`config.mk`:
```
export PLATFORM = sky130hd
export DESIGN_NAME = ifetch_prefetch
export DESIGN_NICKNAME = d
export VERILOG_FILES = /design/src/rtl/ifetch_prefetch.sv
export SDC_FILE = /design/constraint.sdc
export NUM_CORES = 1
export LEC_CHECK = 0
export CAP_MARGIN = 10
export CORE_ASPECT_RATIO = 1.5
export CORE_MARGIN = 2
export CORE_UTILIZATION = 45
export DETAILED_ROUTE_END_ITERATION = 16
export GPL_TIMING_DRIVEN = 1
export MAX_ROUTING_LAYER = met4
export PLACE_DENSITY = 0.67
export SYNTH_ARGS = -nofsm -noshare
export SYNTH_HDL_FRONTEND = slang
export SYNTH_SLANG_ARGS = --single-unit
```
`constraint.sdc`:
```
create_clock -name clk -period 4.15 [get_ports clk]
set_clock_uncertainty 0.1 [all_clocks]
set_input_delay 1.0375 -clock clk [delete_from_list [all_inputs] [get_ports clk]]
set_output_delay 1.0375 -clock clk [all_outputs]
set_load 0.01 [all_outputs]
```
`src/rtl/ifetch_prefetch.sv`:
```
// Instruction-fetch initiator: owns the PC, issues single-outstanding word reads and
// buffers returned words with their PCs in a small FIFO for decode.
module ifetch_prefetch #(
  parameter int                ADDR_W   = 32,
  parameter int                DEPTH    = 4,
  parameter logic [ADDR_W-1:0] RESET_PC = '0
) (
  input  logic              clk,
  input  logic              rst,
  output logic              imem_req,
  output logic [ADDR_W-3:0] imem_addr,
  input  logic              imem_rvalid,
  input  logic [31:0]       imem_rdata,
  output logic              inst_valid,
  output logic [31:0]       inst,
  output logic [ADDR_W-1:0] inst_pc,
  input  logic              inst_ready,
  input  logic              redirect,
  input  logic [ADDR_W-1:0] redirect_pc,
  input  logic              halt
);

  localparam int PW = $clog2(DEPTH);
  localparam int CW = PW + 1;

  typedef enum logic [1:0] {FETCH, WAIT, DISCARD} state_t;

  state_t            state, state_nx;
  logic [ADDR_W-1:0] pc, tag_pc;
  logic [31:0]       fifo_inst [DEPTH];
  logic [ADDR_W-1:0] fifo_pc   [DEPTH];
  logic [PW-1:0]     rd_ptr, wr_ptr;
  logic [CW-1:0]     count;
  logic [CW:0]       occ;
  logic              space, issue, push, pop;

  // The outstanding word (or the one landing this cycle) already owns a slot,
  // so a push can never find the FIFO full.
  always_comb begin
    pop   = (count != '0) & inst_ready & ~redirect;
    occ   = {1'b0, count} - (CW+1)'(pop) + (CW+1)'(state == WAIT);
    space = occ < (CW+1)'(DEPTH);
  end

  // State register
  always_ff @(posedge clk) begin
    if (rst) state <= FETCH;
    else     state <= state_nx;
  end

  // Next-state logic
  always_comb begin
    state_nx = state;
    case (state)
      FETCH:   if (!redirect && issue) state_nx = WAIT;
      WAIT: begin
        if (redirect)         state_nx = imem_rvalid ? FETCH : DISCARD;
        else if (imem_rvalid) state_nx = issue ? WAIT : FETCH;
      end
      DISCARD: if (imem_rvalid) state_nx = FETCH;
      default: state_nx = FETCH;
    endcase
  end

  // Output / datapath control
  always_comb begin
    issue = 1'b0;
    push  = 1'b0;
    case (state)
      FETCH: issue = space & ~halt & ~redirect;
      WAIT: begin
        issue = imem_rvalid & space & ~halt & ~redirect;
        push  = imem_rvalid & ~redirect;
      end
      default: ;
    endcase
    if (rst) begin
      issue = 1'b0;
      push  = 1'b0;
    end
  end

  // tag_pc remembers the address of the word currently in flight.
  always_ff @(posedge clk) begin
    if (rst) begin
      pc     <= RESET_PC;
      tag_pc <= RESET_PC;
    end else if (redirect) begin
      pc <= redirect_pc & ~ADDR_W'(3);
    end else if (issue) begin
      pc     <= pc + ADDR_W'(4);
      tag_pc <= pc;
    end
  end

  always_ff @(posedge clk) begin
    if (rst || redirect) begin
      rd_ptr <= '0;
      wr_ptr <= '0;
      count  <= '0;
    end else begin
      if (push) wr_ptr <= wr_ptr + PW'(1);
      if (pop)  rd_ptr <= rd_ptr + PW'(1);
      count <= count + CW'(push) - CW'(pop);
    end
  end

  always_ff @(posedge clk) begin
    if (push) begin
      fifo_inst[wr_ptr] <= imem_rdata;
      fifo_pc[wr_ptr]   <= tag_pc;
    end
  end

  always_comb begin
    imem_req   = issue;
    imem_addr  = rst ? RESET_PC[ADDR_W-1:2] : pc[ADDR_W-1:2];
    inst_valid = ~rst & (count != '0);
    inst       = rst ? 32'd0 : fifo_inst[rd_ptr];
    inst_pc    = rst ? '0    : fifo_pc[rd_ptr];
  end

endmodule
```
# Word level (Yosys, flattened, before mapping)
# Memory sizes are Yosys's and may differ from the RTL's. A register that Yosys moved wholly into a read port is not among the register bits.
# Index checks and enable logic that the tools add are counted.
[totals]
elab_cells = 65
register_bits = 73
memories = 2
out_inout_bits = 96
inputBits = 70
ramBits = 256
[op_classes]
n_bitwise = 12
eq_ne = 5
n_lt_le_gt_ge = 1
muxes = 22
n_addsub = 7
reduce_logical = 9
[mem_list]
columns = ["memory", "words", "word_bits", "rd", "rd_clocked_by_memory_dff", "write_ports", "line", "source"]
rows = [
  ["fifo_inst", 4, 32, 1, 1, 1, "30", "logic [31:0] fifo_inst [DEPTH];"],
  ["fifo_pc", 4, 32, 1, 1, 1, "31", "logic [ADDR_W-1:0] fifo_pc [DEPTH];"],
]
[op_table]
columns = ["cell", "count"]
rows = [
  ["32-bit 2-to-1 mux", 4],
  ["32-bit by 3-bit adder with 32-bit output (second input constant)", 1],
  ["30-bit 2-to-1 mux", 1],
  ["2-bit 2-to-1 mux", 9],
  ["1-bit AND", 9],
  ["1-bit 2-to-1 mux", 6],
  ["2-bit case mux with 3 select lines", 1],
  ["2-bit by 1-bit adder with 2-bit output (second input constant)", 2],
  ["4-bit by 1-bit adder with 4-bit output", 1],
  ["4-bit by 3-bit less-than comparator with 1-bit output (second input constant)", 1],
  ["2-bit inequality test (second input constant)", 2],
  ["3-bit by 1-bit subtractor with 4-bit output", 1],
  ["3-bit by 1-bit adder with 3-bit output", 1],
  ["3-bit inequality test (second input constant)", 1],
  ["1-bit NOT", 3],
  ["3-bit AND reduction", 1],
  ["3-bit nonzero test", 1],
  ["3-bit by 1-bit subtractor with 3-bit output", 1],
  ["2-bit by 1-bit == test with 1-bit output (second input constant)", 1],
  ["2-bit == test (second input constant)", 1],
  ["2-bit logical NOT", 1],
  ["1-bit case mux with 2 select lines", 1],
  ["2-bit AND reduction", 1],
  ["2-bit nonzero test", 1],
  ["other kinds (4)", 4],
]

# Logic depth before layout (Yosys ltp)
# Gate-level depths: netlist (run 1).
[depth]
depth_word = 15
ltp_mapped = 10
ltp_nobuf = 9

# Worst setup path before layout (run 1)
# OpenSTA, ideal clock, no wires.
[synth_timing]
kind = "input-to-output"
start = "in redirect"
end = "out imem_req"
t_required_ps = 3013
t_arrival_ps = 2903
n_path_buf = 1
path_slack_ps = 110
path_stages = 8
path_cell_list = "nand2b_1 or3_1 ha_1 nand2_1 o21ba_2 o211a_1 nor3_1 buf_2"
[synth_between]
elab_chain_cells = 10
elab_cells_between_ends = 12
classes_between = "add/sub (2); order compare (1); mux (2); bitwise (7)"
[synth_rtl]
columns = ["item", "line", "source"]
rows = [
  ["start: declaration", "18", "input logic redirect,"],
  ["1-bit NOT (no source line) (*)", "--", ""],
  ["1-bit AND", "40", "pop = (count != '0) & inst_ready & ~redirect;"],
  ["3-bit by 1-bit subtractor with 4-bit output", "41", "occ = {1'b0, count} - (CW+1)'(pop) + (CW+1)'(state == WAIT);"],
  ["4-bit by 1-bit adder with 4-bit output", "41", ""],
  ["4-bit by 3-bit less-than comparator with 1-bit output", "42", "space = occ < (CW+1)'(DEPTH);"],
  ["1-bit AND (3 in series)", "72", "issue = imem_rvalid & space & ~halt & ~redirect;"],
  ["1-bit case mux with 2 select lines (*)", "69", "case (state)"],
  ["1-bit 2-to-1 mux (*)", "77", "if (rst) begin"],
  ["end: declaration", "10", "output logic imem_req,"],
]
# Every way passes the cells marked *; elsewhere a longest branch is shown, timed or not.

# Final worst setup path (run 1)
# Ends and elaborated chain as after synthesis.

==> impl_metrics.env, run 1 <==
export IMPL_outcome="complete, no violations"
export IMPL_crit_chain="dlygate4sd2_1, nand2b_4, or3_1, ha_1, nand2_2, o21ba_4, o211a_1, nor3_2, buf_4, buf_6"
export IMPL_powerDensity_nw_per_um2=402.3
export IMPL_core_area_sq_um=28720
export IMPL_cp_num_buf_inv=3
export IMPL_cpPeakStageDelay_ps=310
export IMPL_cap_violations=0
export IMPL_syn_inst=834
export IMPL_final_cell_mix="248 x edfxtp_1, 157 x clkdlybuf4s50_1, 69 x dfxtp_1"
export IMPL_clock_latency_ps=560
export IMPL_hold_class="reg -> reg"
export IMPL_yosysUniqueCellTypes=49
export IMPL_area_growth_syn_to_layout_pct=24.09
export IMPL_max_slew_margin_rel=0.3414
export IMPL_grt_pass1_vias=7853
export IMPL_yosysWarnings=0
export IMPL_rsz0062_at_grt="false"
export IMPL_initial_utilization=0.4570
export IMPL_io_buffers=161
export IMPL_hpwlAfterDp_mm=17.50
export IMPL_vias=7581
export IMPL_min_delay_start="state[1]$_SDFFE_PP0P_"
export IMPL_firstDrtPassIters=7
export IMPL_drt_iter0_markers=373
export IMPL_layout_cells_most_common="edfxtp_1"
export IMPL_r2r_setup_slack_ps=1060
export IMPL_diodes=0
export IMPL_clkTransAtPathRegs_ps=60
export IMPL_cts_tree="built"
export IMPL_crit_family="simple AND/OR/NAND/NOR gates"
export IMPL_routabilityCongestion=0.8585
export IMPL_layout_drive_gt1_share=0.1751
export IMPL_overflow=0
export IMPL_dpl_cell_count=1356
export IMPL_cpMaxStageDelayCell="or3_1"
export IMPL_layout_nets=1077
export IMPL_end_kind="primary output"
export IMPL_worstPathArrival_ps=2890
export IMPL_holdWs_ps=380.0
export IMPL_synth_avg_cell_area_sq_um=15.74
export IMPL_final_max_slew_viol_count=0
export IMPL_post_place_ws_ps=-611.8
export IMPL_gr_usage_all_layers=0.1881
export IMPL_synth_edf_count=248
export IMPL_grt_pass1_wl_mm=43.11
export IMPL_fp_dieArea_sq_um=30580
export IMPL_pin_count=166
export IMPL_reg2reg_from="state[1]$_SDFFE_PP0P_"
export IMPL_num_rows=76
export IMPL_wl_mm=27.87
export IMPL_cp_required_ps=3010
export IMPL_wl_per_cell_microns=19.74
export IMPL_tightest_slew_ps=987.9
export IMPL_fin_cells=1412
export IMPL_cp_start_kind="input port"
export IMPL_cts_root_buf="clkbuf_16"
export IMPL_die_width_microns=143.4
export IMPL_antenna_found_initial=0
export IMPL_die_h_microns=213.2
export IMPL_cts_made_buffers=30
export IMPL_synth_main_ff_cell="edfxtp_1"
export IMPL_hold_end="state[0]$_SDFFE_PP0P_"
export IMPL_clockBufferDepth=3
export IMPL_critPathMaxFanout=3
export IMPL_crit_type="in -> out"
export IMPL_r2r_end="pc[8]$_SDFFE_PP0P_"
export IMPL_fmax_mhz=248.4
export IMPL_reg2reg_depth=9
export IMPL_layout_min_cycle_time_ps=4025
export IMPL_finalSetupViolCount=0
export IMPL_via_per_inst=5.369
export IMPL_synth_area_sq_um=13130
export IMPL_grt_max_degree=63
export IMPL_drc=0
export IMPL_clock_sinks=319
export IMPL_htreeDepth=1
export IMPL_cts_setup_buffers=0
export IMPL_hold_viol=0
export IMPL_holdPathStages=1
export IMPL_synth_seq_cells=319
export IMPL_ir_drop_mv=0.2491
export IMPL_ant_nets=0
export IMPL_seq_area_frac_synth=0.6757
export IMPL_power_leakage_nw=5.506
export IMPL_finalCritPeriodShare=0.9699
export IMPL_async_reset_ff_frac=0
export IMPL_fin_ws_ps=124.9
==> state kept, by name (all words and copies together) (netlist names), named ones only <==
signal,flops
rd_ptr,2
fifo_inst,128
tag_pc,30
state,2
count,3
wr_ptr,2
pc,30
fifo_pc,120
==> worst register-to-register path: stages, from the launching register on <==
cell and delay (ps):
dfxtp_1 370, and2b_1 250, or3_1 370, ha_1 300, nand2_2 70, o21ba_4 200
o211a_1 240, buf_4 260, or4b_2 690, o2111a_1 140
==> how the worst max path moves through the flow <==
stage / start / to / slack (ps) / depth (start not counted)
after floorplan: redirect / imem_req / 110 / 8
after global placement: redirect / imem_req / -600 / 10
after detailed placement: redirect / imem_req / -610 / 10
after CTS: redirect / imem_req / 20 / 10
after global routing: redirect / imem_req / 30 / 10
final: redirect / imem_req / 120 / 10
==> cell usage after synthesis (all sizes together), types with 4 or more instances <==
library cell	instances	area share
ha	8	0.0076
o2111a	6	0.0051
clkbuf	37	0.011
nor4b	6	0.0040
inv	11	0.0031
nor2b	60	0.029
nand2	23	0.0066
or4b	6	0.0046
dfxtp	71	0.11
a31oi	4	0.0019
and2	69	0.033
nor3	10	0.0042
o21ai	25	0.0095
xor2	4	0.0027
and3	6	0.0029
nor2	37	0.011
nand4	12	0.0057
or3	11	0.0052
mux4	62	0.11
buf	16	0.0058
nor4	6	0.0029
nand3	13	0.0050
edfxtp	248	0.57
a311oi	17	0.011
mux2	29	0.025
==> where the power goes <==
part / internal, W / switching, W
sequential: 0.00345 / 0.0000374
clock: 0.00164 / 0.00113
combinational: 0.000161 / 0.000136
==> timing repair <==
item,4_1_cts,5_1_grt
cloned,0,0
pin swaps,1,4
endpoints found under the setup margin,1,1
hold buffers,0,0
gates resized for setup,7,3
==> metrics by stage <==
step / TNS (ps) / util / power, W / area (sq um)
finish: 0 / 0.5671 / 0.006552 / 16290
global route: 0 / 0.5671 / 0.006752 / 16290
CTS: 0 / 0.5666 / 0.006610 / 16270
detailed placement: -611.8 / 0.5315 / 0.003856 / 15260
global placement: -595.1 / 0.5315 / 0.003851 / 15260
floorplan: 0 / - / 0.003671 / 13130
==> area by class of cell <==
type	instances	area [sq um]
Fill cell	2338	12430
Sequential cell	319	8874
Multi-Input combinational cell	450	4028
Timing Repair Buffer	184	1841
Clock buffer	48	920.9
Tap cell	390	488.0
Clock inverter	8	87.58
Inverter	13	48.80
==> layer usage <==
layer	global-route usage	vias to the layer above	routed length, microns
li1	-	3544	-
met3	0.02243	46	1115
met2	0.3284	199	14620
met4	0.05544	0	611
met1	0.2303	3792	11520
met5	-	-	0
==> logic make-up after synthesis <==
kind of cell / synth area share
other: 0.0002857
xor gates and xnor gates: 0.004004
muxes: 0.1320
buffers and inverters: 0.02011
AOI/OAI and AO/OA: 0.03927
and+or+nand+nor: 0.1194
adders and majority gates: 0.009152
DFF: 0.6757
No activity file was read; power rests on OpenSTA's default activity.
==> inputs of run 2 (changes only) <==
CORE_MARGIN = 3   (was 2)
==> run 2 against run 1 <==
  * Sequential power is essentially flat
  * Routed wire length shrank 1.8%
  * Final area grew 0.87%
  * Sequential cell count is the same
  * Worst setup slack lost 20 ps
  * Sequential share of layout area shrank 0.47 points
  * Hold slack gained 4.9 ps
  * Global-route usage shrank 0.95 points
  * First-iteration DRC count grew 17%
  * Total power is essentially flat
  * Critical path depth shrank 1
  * Fmax shrank 0.50%
  * Critical path type unchanged
  * Critical endpoint unchanged
==> impl_metrics.env, run 2 (synthesized netlist as in run 1, its figures left out) <==
export IMPL_wl_mm=27.38
export IMPL_outcome="complete, no violations"
export IMPL_hold_viol=0
export IMPL_grt_max_degree=48
export IMPL_antenna_found_initial=1
export IMPL_power_leakage_nw=5.556
export IMPL_clockBufferDepth=3
export IMPL_gr_usage_all_layers=0.1786
export IMPL_wl_per_cell_microns=19.35
export IMPL_grt_pass1_wl_mm=43.30
export IMPL_final_max_slew_viol_count=0
export IMPL_firstDrtPassIters=4
export IMPL_fmax_mhz=247.2
export IMPL_ir_drop_mv=0.2481
export IMPL_cp_start_kind="input port"
export IMPL_fin_ws_ps=104.6
export IMPL_largest_reg_flops=128
export IMPL_post_place_ws_ps=-623.1
export IMPL_top_register="fifo_inst"
export IMPL_r2r_end="pc[12]$_SDFFE_PP0P_"
export IMPL_final_cell_mix="248 x edfxtp_1, 157 x clkdlybuf4s50_1, 69 x dfxtp_1"
export IMPL_final_area_sq_um=16430
export IMPL_cp_required_ps=3010
export IMPL_clock_latency_ps=550
export IMPL_layout_min_cycle_time_ps=4045
export IMPL_layout_nets=1081
export IMPL_die_h_microns=215.2
export IMPL_htreeDepth=1
export IMPL_via_per_inst=5.389
export IMPL_cpMaxStageDelayCell="or3_1"
export IMPL_crit_path_start="redirect"
export IMPL_core_area_sq_um=28720
export IMPL_ant_nets=0
export IMPL_overflow=0
export IMPL_clock_sinks=319
export IMPL_hold_buffers=0
export IMPL_max_slew_margin_rel=0.6095
export IMPL_routabilityCongestion=0.8727
export IMPL_io_buffers=161
export IMPL_drt_iter0_markers=438
export IMPL_clkTransAtPathRegs_ps=70
export IMPL_rsz0062_at_grt="false"
export IMPL_finalCritPeriodShare=0.9748
export IMPL_hold_class="reg -> reg"
export IMPL_endpoint="imem_req"
export IMPL_reg2reg_depth=9
export IMPL_largestRegisters="fifo_inst (128), fifo_pc (120)"
export IMPL_critPathMaxFanout=2
export IMPL_pin_count=166
export IMPL_layout_drive_gt1_share=0.1855
export IMPL_cts_made_buffers=28
export IMPL_r2r_setup_slack_ps=1100
export IMPL_crit_type="in -> out"
export IMPL_crit_chain="dlygate4sd2_1, nand2b_4, or3_1, ha_1, nand2_1, o21ba_2, o211a_1, nor3_4, buf_2"
export IMPL_powerDensity_nw_per_um2=398.7
export IMPL_final_util=0.5721
export IMPL_initial_utilization=0.4570
export IMPL_worstPathArrival_ps=2910
export IMPL_cts_setup_buffers=0
export IMPL_vias=7626
export IMPL_grt_pass1_vias=7795
export IMPL_drc=0
export IMPL_cpPeakStageDelay_ps=340
export IMPL_finalSetupViolCount=0
export IMPL_placed_area_sq_um=15410
export IMPL_num_rows=76
export IMPL_area_growth_syn_to_layout_pct=25.17
export IMPL_cap_violations=0
export IMPL_layout_cells_most_common="edfxtp_1"
export IMPL_reg2reg_from="state[1]$_SDFFE_PP0P_"
export IMPL_cts_root_buf="clkbuf_16"
export IMPL_fp_dieArea_sq_um=31290
export IMPL_end_kind="primary output"
export IMPL_die_width_microns=145.4
export IMPL_cts_tree="built"
export IMPL_tightest_slew_ps=585.7
export IMPL_hpwlAfterDp_mm=17.94
==> run 2: cell count changes in the layout (fill, tap and decap cells not counted), sizes merged <==
| cell | delta |
|---|---|
| clkbuf | -14 |
| buf | +6 |
| clkinv | +4 |
| bufinv | +3 |
| clkinvlp | +2 |
| diode | +1 |
| inv | +1 |
==> run 2: repair_timing <==
| action | 4_1_cts | 5_1_grt |
|---|---|---|
| endpoints found under the setup margin | 1 | 1 |
| pin swaps | 2 | 1 |
| hold endpoints to repair | 0 | 0 |
| gates resized for setup | 9 | 1 |
==> run 2: layer usage <==
layer  track usage  up-vias  part of all wire
met5             -        -                 0
met4       0.05513        0             0.024
met3       0.02173       38             0.044
met2        0.3036      222              0.51
met1        0.2263     3818              0.42
li1              -     3548                 -
==> run 2: worst min-delay path by stage <==
stage                          startpoint               endpoint  cells past startpoint
finish              state[1]$_SDFFE_PP0P_  state[0]$_SDFFE_PP0P_                      1
global route        state[1]$_SDFFE_PP0P_  state[0]$_SDFFE_PP0P_                      1
CTS                 state[1]$_SDFFE_PP0P_  state[0]$_SDFFE_PP0P_                      1
detailed placement  state[1]$_SDFFE_PP0P_  state[0]$_SDFFE_PP0P_                      1
global placement    state[1]$_SDFFE_PP0P_  state[0]$_SDFFE_PP0P_                      1
floorplan           state[1]$_SDFFE_PP0P_  state[0]$_SDFFE_PP0P_                      1
==> run 2: power by group <==
part / internal, W / switching, W
clock: 0.00165 / 0.00112
combinational: 0.000161 / 0.000136
sequential: 0.00345 / 0.0000367
==> run 2: stage by stage <==
| stage | hold slack [ps] | TNS [ps] | instances | total power (W) |
|---|---|---|---|---|
| after floorplan | 323.5 | 0 | 835 | 0.003671 |
| after global placement | 369.8 | -599.1 | 1362 | 0.003850 |
| after detailed placement | 363.4 | -623.1 | 1362 | 0.003854 |
| after CTS | 383.6 | 0 | 1414 | 0.006625 |
| after global routing | 400.1 | 0 | 1415 | 0.006777 |
| final | 384.9 | 0 | 1415 | 0.006550 |
==> run 2: area by class of cell <==
type                            count  area, sq um
Fill cell                        2288        12290
Sequential cell                   319         8874
Multi-Input combinational cell    450         4031
Timing Repair Buffer              190         1979
Clock buffer                       34        774.5
Tap cell                          390        488.0
Clock inverter                     18        230.2
Inverter                           13        48.80
Antenna cell                        1        2.502
==> run 2: worst max-delay path: cells and delay by family <==
family,cells,cell delay [ps]
AOI/OAI and AO/OA,2,460
adders and majority gates,1,280
buffers and inverters,2,430
and+or+nand+nor,4,690
